<file path="src/rtl/sm4_cipher_core.sv">
// Iterative SM4 block cipher: 32-cycle key expansion into an internal round-key file, then one round per clock.
// Optional SM4_BUSY_EN macro adds a busy output that is high while a key expansion or block is in progress.
module sm4_cipher_core (
    input  logic         clk,
    input  logic         rst,
    input  logic         en_key_exps,
    input  logic         en_sm4,
    input  logic         encdec,
    input  logic [127:0] key,
    input  logic         key_valid,
    output logic         key_exps_done,
    input  logic [127:0] bdi,
    input  logic         bdi_valid,
    output logic [127:0] bdo,
    output logic         bdo_valid
`ifdef SM4_BUSY_EN
    ,
    output logic         busy
`endif
);

    localparam logic [1:0] ST_IDLE   = 2'd0;
    localparam logic [1:0] ST_KEYEXP = 2'd1;
    localparam logic [1:0] ST_CRYPT  = 2'd2;

    localparam logic [127:0] FK = 128'hA3B1BAC6_56AA3350_677D9197_B27022DC;

    localparam logic [0:255][7:0] SBOX = {
        128'hd690e9fecce13db716b614c228fb2c05, 128'h2b679a762abe04c3aa44132649860699,
        128'h9c4250f491ef987a33540b43edcfac62, 128'he4b31ca9c908e89580df94fa758f3fa6,
        128'h4707a7fcf37317ba83593c19e6854fa8, 128'h686b81b27164da8bf8eb0f4b70569d35,
        128'h1e240e5e6358d1a225227c3b01217887, 128'hd40046579fd327524c3602e7a0c4c89e,
        128'heabf8ad240c738b5a3f7f2cef96115a1, 128'he0ae5da49b341a55ad933230f58cb1e3,
        128'h1df6e22e8266ca60c02923ab0d534e6f, 128'hd5db3745defd8e2f03ff6a726d6c5b51,
        128'h8d1baf92bbddbc7f11d95c411f105ad8, 128'h0ac13188a5cd7bbd2d74d012b8e5b4b0,
        128'h8969974a0c96777e65b9f109c56ec684, 128'h18f07dec3adc4d2079ee5f3ed7cb3948
    };

    function automatic logic [31:0] ck_word(input logic [4:0] i);
        logic [31:0] r;
        r = '0;
        for (int j = 0; j < 4; j++) begin
            r[31-8*j -: 8] = 8'(((32'(i) << 2) + 32'(j)) * 32'd7);
        end
        return r;
    endfunction

    function automatic logic [31:0] l_round(input logic [31:0] b);
        return b ^ {b[29:0], b[31:30]} ^ {b[21:0], b[31:22]}
                 ^ {b[13:0], b[31:14]} ^ {b[7:0], b[31:8]};
    endfunction

    function automatic logic [31:0] l_key(input logic [31:0] b);
        return b ^ {b[18:0], b[31:19]} ^ {b[8:0], b[31:9]};
    endfunction

    logic [1:0]   state_q, state_d;
    logic [4:0]   cnt_q, cnt_d;
    logic         edge_q, edge_d;
    logic         done_q, done_d;
    logic         vld_q, vld_d;
    logic [127:0] bdo_q, bdo_d;
    logic         dec_q, dec_d;
    logic [127:0] w_q, w_d;
    logic [31:0]  rk_q [32];

    logic         kx_req, kx_start, accept, rk_we;
    logic [31:0]  rk_sel, mix, sb, new_word;

    // Shared datapath: the window word X(i)/K(i) is combined with T or T' of the other three.
    always_comb begin
        kx_req   = en_key_exps & key_valid;
        kx_start = en_sm4 && (state_q == ST_IDLE) && kx_req && !edge_q;
        accept   = en_sm4 && (state_q == ST_IDLE) && done_q && bdi_valid && !kx_start;
        rk_sel   = rk_q[dec_q ? ~cnt_q : cnt_q];
        mix      = w_q[95:64] ^ w_q[63:32] ^ w_q[31:0]
                 ^ ((state_q == ST_KEYEXP) ? ck_word(cnt_q) : rk_sel);
        sb       = {SBOX[mix[31:24]], SBOX[mix[23:16]], SBOX[mix[15:8]], SBOX[mix[7:0]]};
        new_word = w_q[127:96] ^ ((state_q == ST_KEYEXP) ? l_key(sb) : l_round(sb));

        state_d = state_q;
        cnt_d   = cnt_q;
        edge_d  = edge_q;
        done_d  = done_q;
        bdo_d   = bdo_q;
        dec_d   = dec_q;
        w_d     = w_q;
        vld_d   = 1'b0;
        rk_we   = 1'b0;

        if (en_sm4) begin
            edge_d = kx_req;
            case (state_q)
                ST_IDLE: begin
                    if (kx_start) begin
                        w_d     = key ^ FK;
                        cnt_d   = '0;
                        done_d  = 1'b0;
                        state_d = ST_KEYEXP;
                    end else if (accept) begin
                        w_d     = bdi;
                        dec_d   = encdec;
                        cnt_d   = '0;
                        state_d = ST_CRYPT;
                    end
                end
                ST_KEYEXP: begin
                    rk_we = 1'b1;
                    w_d   = {w_q[95:0], new_word};
                    cnt_d = cnt_q + 5'd1;
                    if (cnt_q == 5'd31) begin
                        done_d  = 1'b1;
                        state_d = ST_IDLE;
                    end
                end
                ST_CRYPT: begin
                    w_d   = {w_q[95:0], new_word};
                    cnt_d = cnt_q + 5'd1;
                    if (cnt_q == 5'd31) begin
                        bdo_d   = {new_word, w_q[31:0], w_q[63:32], w_q[95:64]};
                        vld_d   = 1'b1;
                        state_d = ST_IDLE;
                    end
                end
                default: state_d = ST_IDLE;
            endcase
        end
    end

    always_ff @(posedge clk) begin
        if (rst) begin
            state_q <= ST_IDLE;
            cnt_q   <= '0;
            edge_q  <= 1'b0;
            done_q  <= 1'b0;
            vld_q   <= 1'b0;
            bdo_q   <= '0;
        end else begin
            state_q <= state_d;
            cnt_q   <= cnt_d;
            edge_q  <= edge_d;
            done_q  <= done_d;
            vld_q   <= vld_d;
            bdo_q   <= bdo_d;
        end
    end

    always_ff @(posedge clk) begin
        w_q   <= w_d;
        dec_q <= dec_d;
        if (rk_we) rk_q[cnt_q] <= new_word;
    end

    assign key_exps_done = done_q;
    assign bdo           = bdo_q;
    assign bdo_valid     = vld_q;
`ifdef SM4_BUSY_EN
    assign busy          = (state_q != ST_IDLE);
`endif

endmodule

</file>
<file path="config.mk">
export PLATFORM = sky130hd
export DESIGN_NAME = sm4_cipher_core
export DESIGN_NICKNAME = d
export VERILOG_FILES = /design/src/rtl/sm4_cipher_core.sv
export SDC_FILE = /design/constraint.sdc
export NUM_CORES = 2
export LEC_CHECK = 0
export CORE_ASPECT_RATIO = 1.2
export CORE_MARGIN = 2
export CORE_UTILIZATION = 42
export DETAILED_ROUTE_END_ITERATION = 10
export GPL_ROUTABILITY_DRIVEN = 1
export PLACE_DENSITY_LB_ADDON = 0.08
export SYNTH_ARGS = -nofsm -noshare
export SYNTH_HDL_FRONTEND = slang
export SYNTH_SLANG_ARGS = --single-unit
</file>
<file path="constraint.sdc">
create_clock -name clk -period 7.5 [get_ports clk]
set_clock_uncertainty 0.15 [all_clocks]
set_input_delay 1.5 -clock clk [delete_from_list [all_inputs] [get_ports clk]]
set_output_delay 1.5 -clock clk [all_outputs]
set_load 0.01 [all_outputs]
</file>
==> summary.md <==
| Metric | Value |
|---|---|
| HPWL after DPL | 289 mm |
| Bufs on Longest Clock Path | 3 |
| Max Cap Viol | 0 |
| CP cell instances | xor2_2 -> buf_4 -> nor2_2 -> buf_4 -> o31a_1 -> o21ai_0 -> a41oi_2 -> buf_4 -> xor2_4 -> buf_12 -> buf_4 -> nor2_1 -> buf_4 -> a211oi_1 -> o32a_1 -> a221o_1 -> o211ai_1 -> buf_4 -> xnor3_1 -> xnor2_2 -> o211a_1 -> or2_2 -> buf_12 |
| Hold Path Origin | bdo[87] |
| Cell mode on critical path | buf_4 |
| Mapped Nets | 7,905 |
| CTS H-Tree Depth | 4 |
| Worst path slowest cell | dfxtp_1 |
| CP bufs+invs | 8 |
| Vias | 77,100 |
| Global route overflow | 0 |
| Worst-Skew Late Latency | 0.84 ns |
| Fin area | 95,700 µm² |
| Area taken by multi-input logic gates | 37,500 µm² |
| Synth area leader | edfxtp_1 |
| R2R Path Start | cnt_q[4] |
| Wire length per cell | 37.9 µm |
| Largest net degree at the start of global routing | 134 |
| Pre-CTS setup slack | -0.364 ns |
| Reg area | 37,400 µm² |
| Worst rel slew slack | 0.176 |
| Hold buffers post-CTS | 0 |
| Yosys reg bits | 1,291 |
| Final wirelength | 413 mm |
| Initial antenna violation count | 30 |
| Reg clk slew, reported paths | 0.06 ns |
| Final Wtd Congestion | 1.03 |
| Worst setup margin | -0.0253 ns |
| Fillers | 16,400 |
| Setup-failing EPs final | 65 |
| CP startpoint kind | flop |
| Fmax | 0.133 GHz |
| Lkg Pwr | 32.4 nW |
| Gr usage total | 0.420 |
| Num CTS Buffers | 136 |
| Status | finished with violations |
| DRC | 0 |
| WHS | 0.302 ns |
| CTS root buf | clkbuf_16 |
| First drt pass iteration count | 8 |
| Setup crit end kind | flop |
| Site Rows | 173 |
| Mapped cell area | 78,200 µm² |
| Worst-path fanout max | 48 |
| Source of the critical timing path | cnt_q[4] |
| Period Utilization, post-route | 1.00 |
| CP arrival | 7.91 ns |
| Min-delay worst type | flop to flop |
| Violated checks | negative setup slack |
| Number of placed cells counting well taps | 10,600 |
| First-pass GRT wire length | 570 mm |
| Pwr/cell area | 253 nW/µm² |
| FFs w/ async S/R, synth | 0 |
| Die X | 398 µm |
| Initial drt markers | 11,600 |
| Starting Density | 0.422 |
| Vias per cell | 7.07 |
| Clock sinks | 1,291 |
| Core area | 185,000 µm² |
| CP Data Required Time | 7.88 ns |
| EDFF count, synth | 1,153 |
| Placed Area | 90,700 µm² |
| Most instantiated library cell after synthesis | edfxtp_1 |
| Final non-filler cell total | 10,900 |
| Setup CP Type | flop to flop |
| Buffers on Ports | 392 |
| Worst-margin pin slew | 1.23 ns |
| Sequential share of the synthesized area | 0.478 |
| CTS tree | built |
| Worst IR drop on VDD | 0.000308 V |
| Final Max Tran Viols | 0 |
| Core Util, Final | 0.517 |
| Hold Violations, Final | 0 |
| Ys flop type | edfxtp_1 |
| Worst path top cell family by delay | buffers and inverters |
| Share of cells above drive strength 1 | 0.179 |
| Top post-synthesis cells by count | edfxtp_1, a21oi_1, nand2_1 |
| Fin crit period | 7.53 ns |
| Routed Antenna Nets | 0 |
| Top Ports | 393 |
| Area contributors post-synth | edfxtp_1, a21oi_1, dfxtp_1, nand2_1, a221oi_1 |
| Vias in the first global route | 73,200 |
| Largest stage delay, worst path | 0.83 ns |
| Nets | 8,647 |
| Share of the synthesized area in the top cell type | 0.443 |
| Gate Count Post-Synth | 7,581 |
| Syn-to-layout area delta | 22.5% |
| Yosys warnings | 0 |
| DIE AREA | 190,000 µm² |
| Mapped Avg Cell Area | 10.3 µm² |
| Post-synthesis cell type count | 125 |
| Die Y | 477 µm |
## layer usage
layer | GRT usage | vias up | part of all wire
met5 | 0 | - | 0.000073
met1 | 0.510 | 37900 | 0.35
met4 | 0.299 | 6 | 0.087
li1 | - | 31600 | -
met3 | 0.0932 | 1474 | 0.11
met2 | 0.657 | 6099 | 0.45
## kinds of logic after synthesis
logic type | synth area share
flops | 0.478
mux | 0.0353
compound gates | 0.265
xor+xnor | 0.0355
simple gates | 0.120
buf+inv | 0.0550
fa+ha+maj | 0.0105
## where the power goes
part,switching [mW],internal (mW)
registers,0.0269,9.52
logic,5.03,2.79
clock network,3.07,3.79
total,8.13,16.1
## final timing paths
path                  end  slack, ns  cells past startpoint
max          rk_q[16][29]      -0.03                     23
min               bdo[87]       0.30                      2
max reg2reg  rk_q[16][29]      -0.03                     23
min reg2reg       bdo[87]       0.30                      2
## cell type report
| cell class | count | share of cell area |
|---|---|---|
| Multi-Input combinational cell | 5457 | 0.392 |
| Sequential cell | 1291 | 0.391 |
| Timing Repair Buffer | 1361 | 0.135 |
| Clock buffer | 171 | 0.0375 |
| Tap cell | 2450 | 0.0320 |
| Clock inverter | 76 | 0.00997 |
| Inverter | 76 | 0.00325 |
| Antenna cell | 20 | 0.000523 |
## flip-flops by register name, indices dropped and copies added, names as in the netlist
signal         count
rk_q            1024
bdo              128
w_q              128
cnt_q              5
state_q            2
bdo_valid          1
dec_q              1
edge_q             1
key_exps_done      1
## what timing repair did
item	CTS	global route
endpoints found under the hold margin	0	0
cloned	2	0
pin swaps	4	5
resized for setup	16	36
buffers inserted	6	2
endpoints found under the setup margin	568	800
## per-stage QoR
step	setup TNS [ns]	total power [mW]
floorplan	0	12.8
detailed placement	-105.01	17.2
global placement	-147.78	17.2
finish	-0.668	24.2
CTS	0	24.0
global route	-0.895	24.8
## cells in the final DEF, fill, tap and decap left out, drive strengths merged, types with 161 or more instances in the layout
| cell | Yosys | routed |
|---|---|---|
| nor2 | 434 | 434 |
| nor3 | 184 | 184 |
| a21oi | 739 | 739 |
| buf | 479 | 969 |
| nand2 | 698 | 698 |
| a221oi | 271 | 271 |
| o21ai | 479 | 479 |
| clkbuf | 279 | 171 |
| o221ai | 170 | 170 |
| clkdlybuf4s50 | 0 | 391 |
| o22ai | 164 | 164 |
| edfxtp | 1153 | 1153 |
| nand3 | 161 | 161 |
## tightest hold or removal path, stage by stage, from the launching register on
cell and delay, ns:
dfxtp_1 0.31, nand2_1 0.05, a21oi_1 0.05
Note: power is estimated with default switching activity, not from simulation.
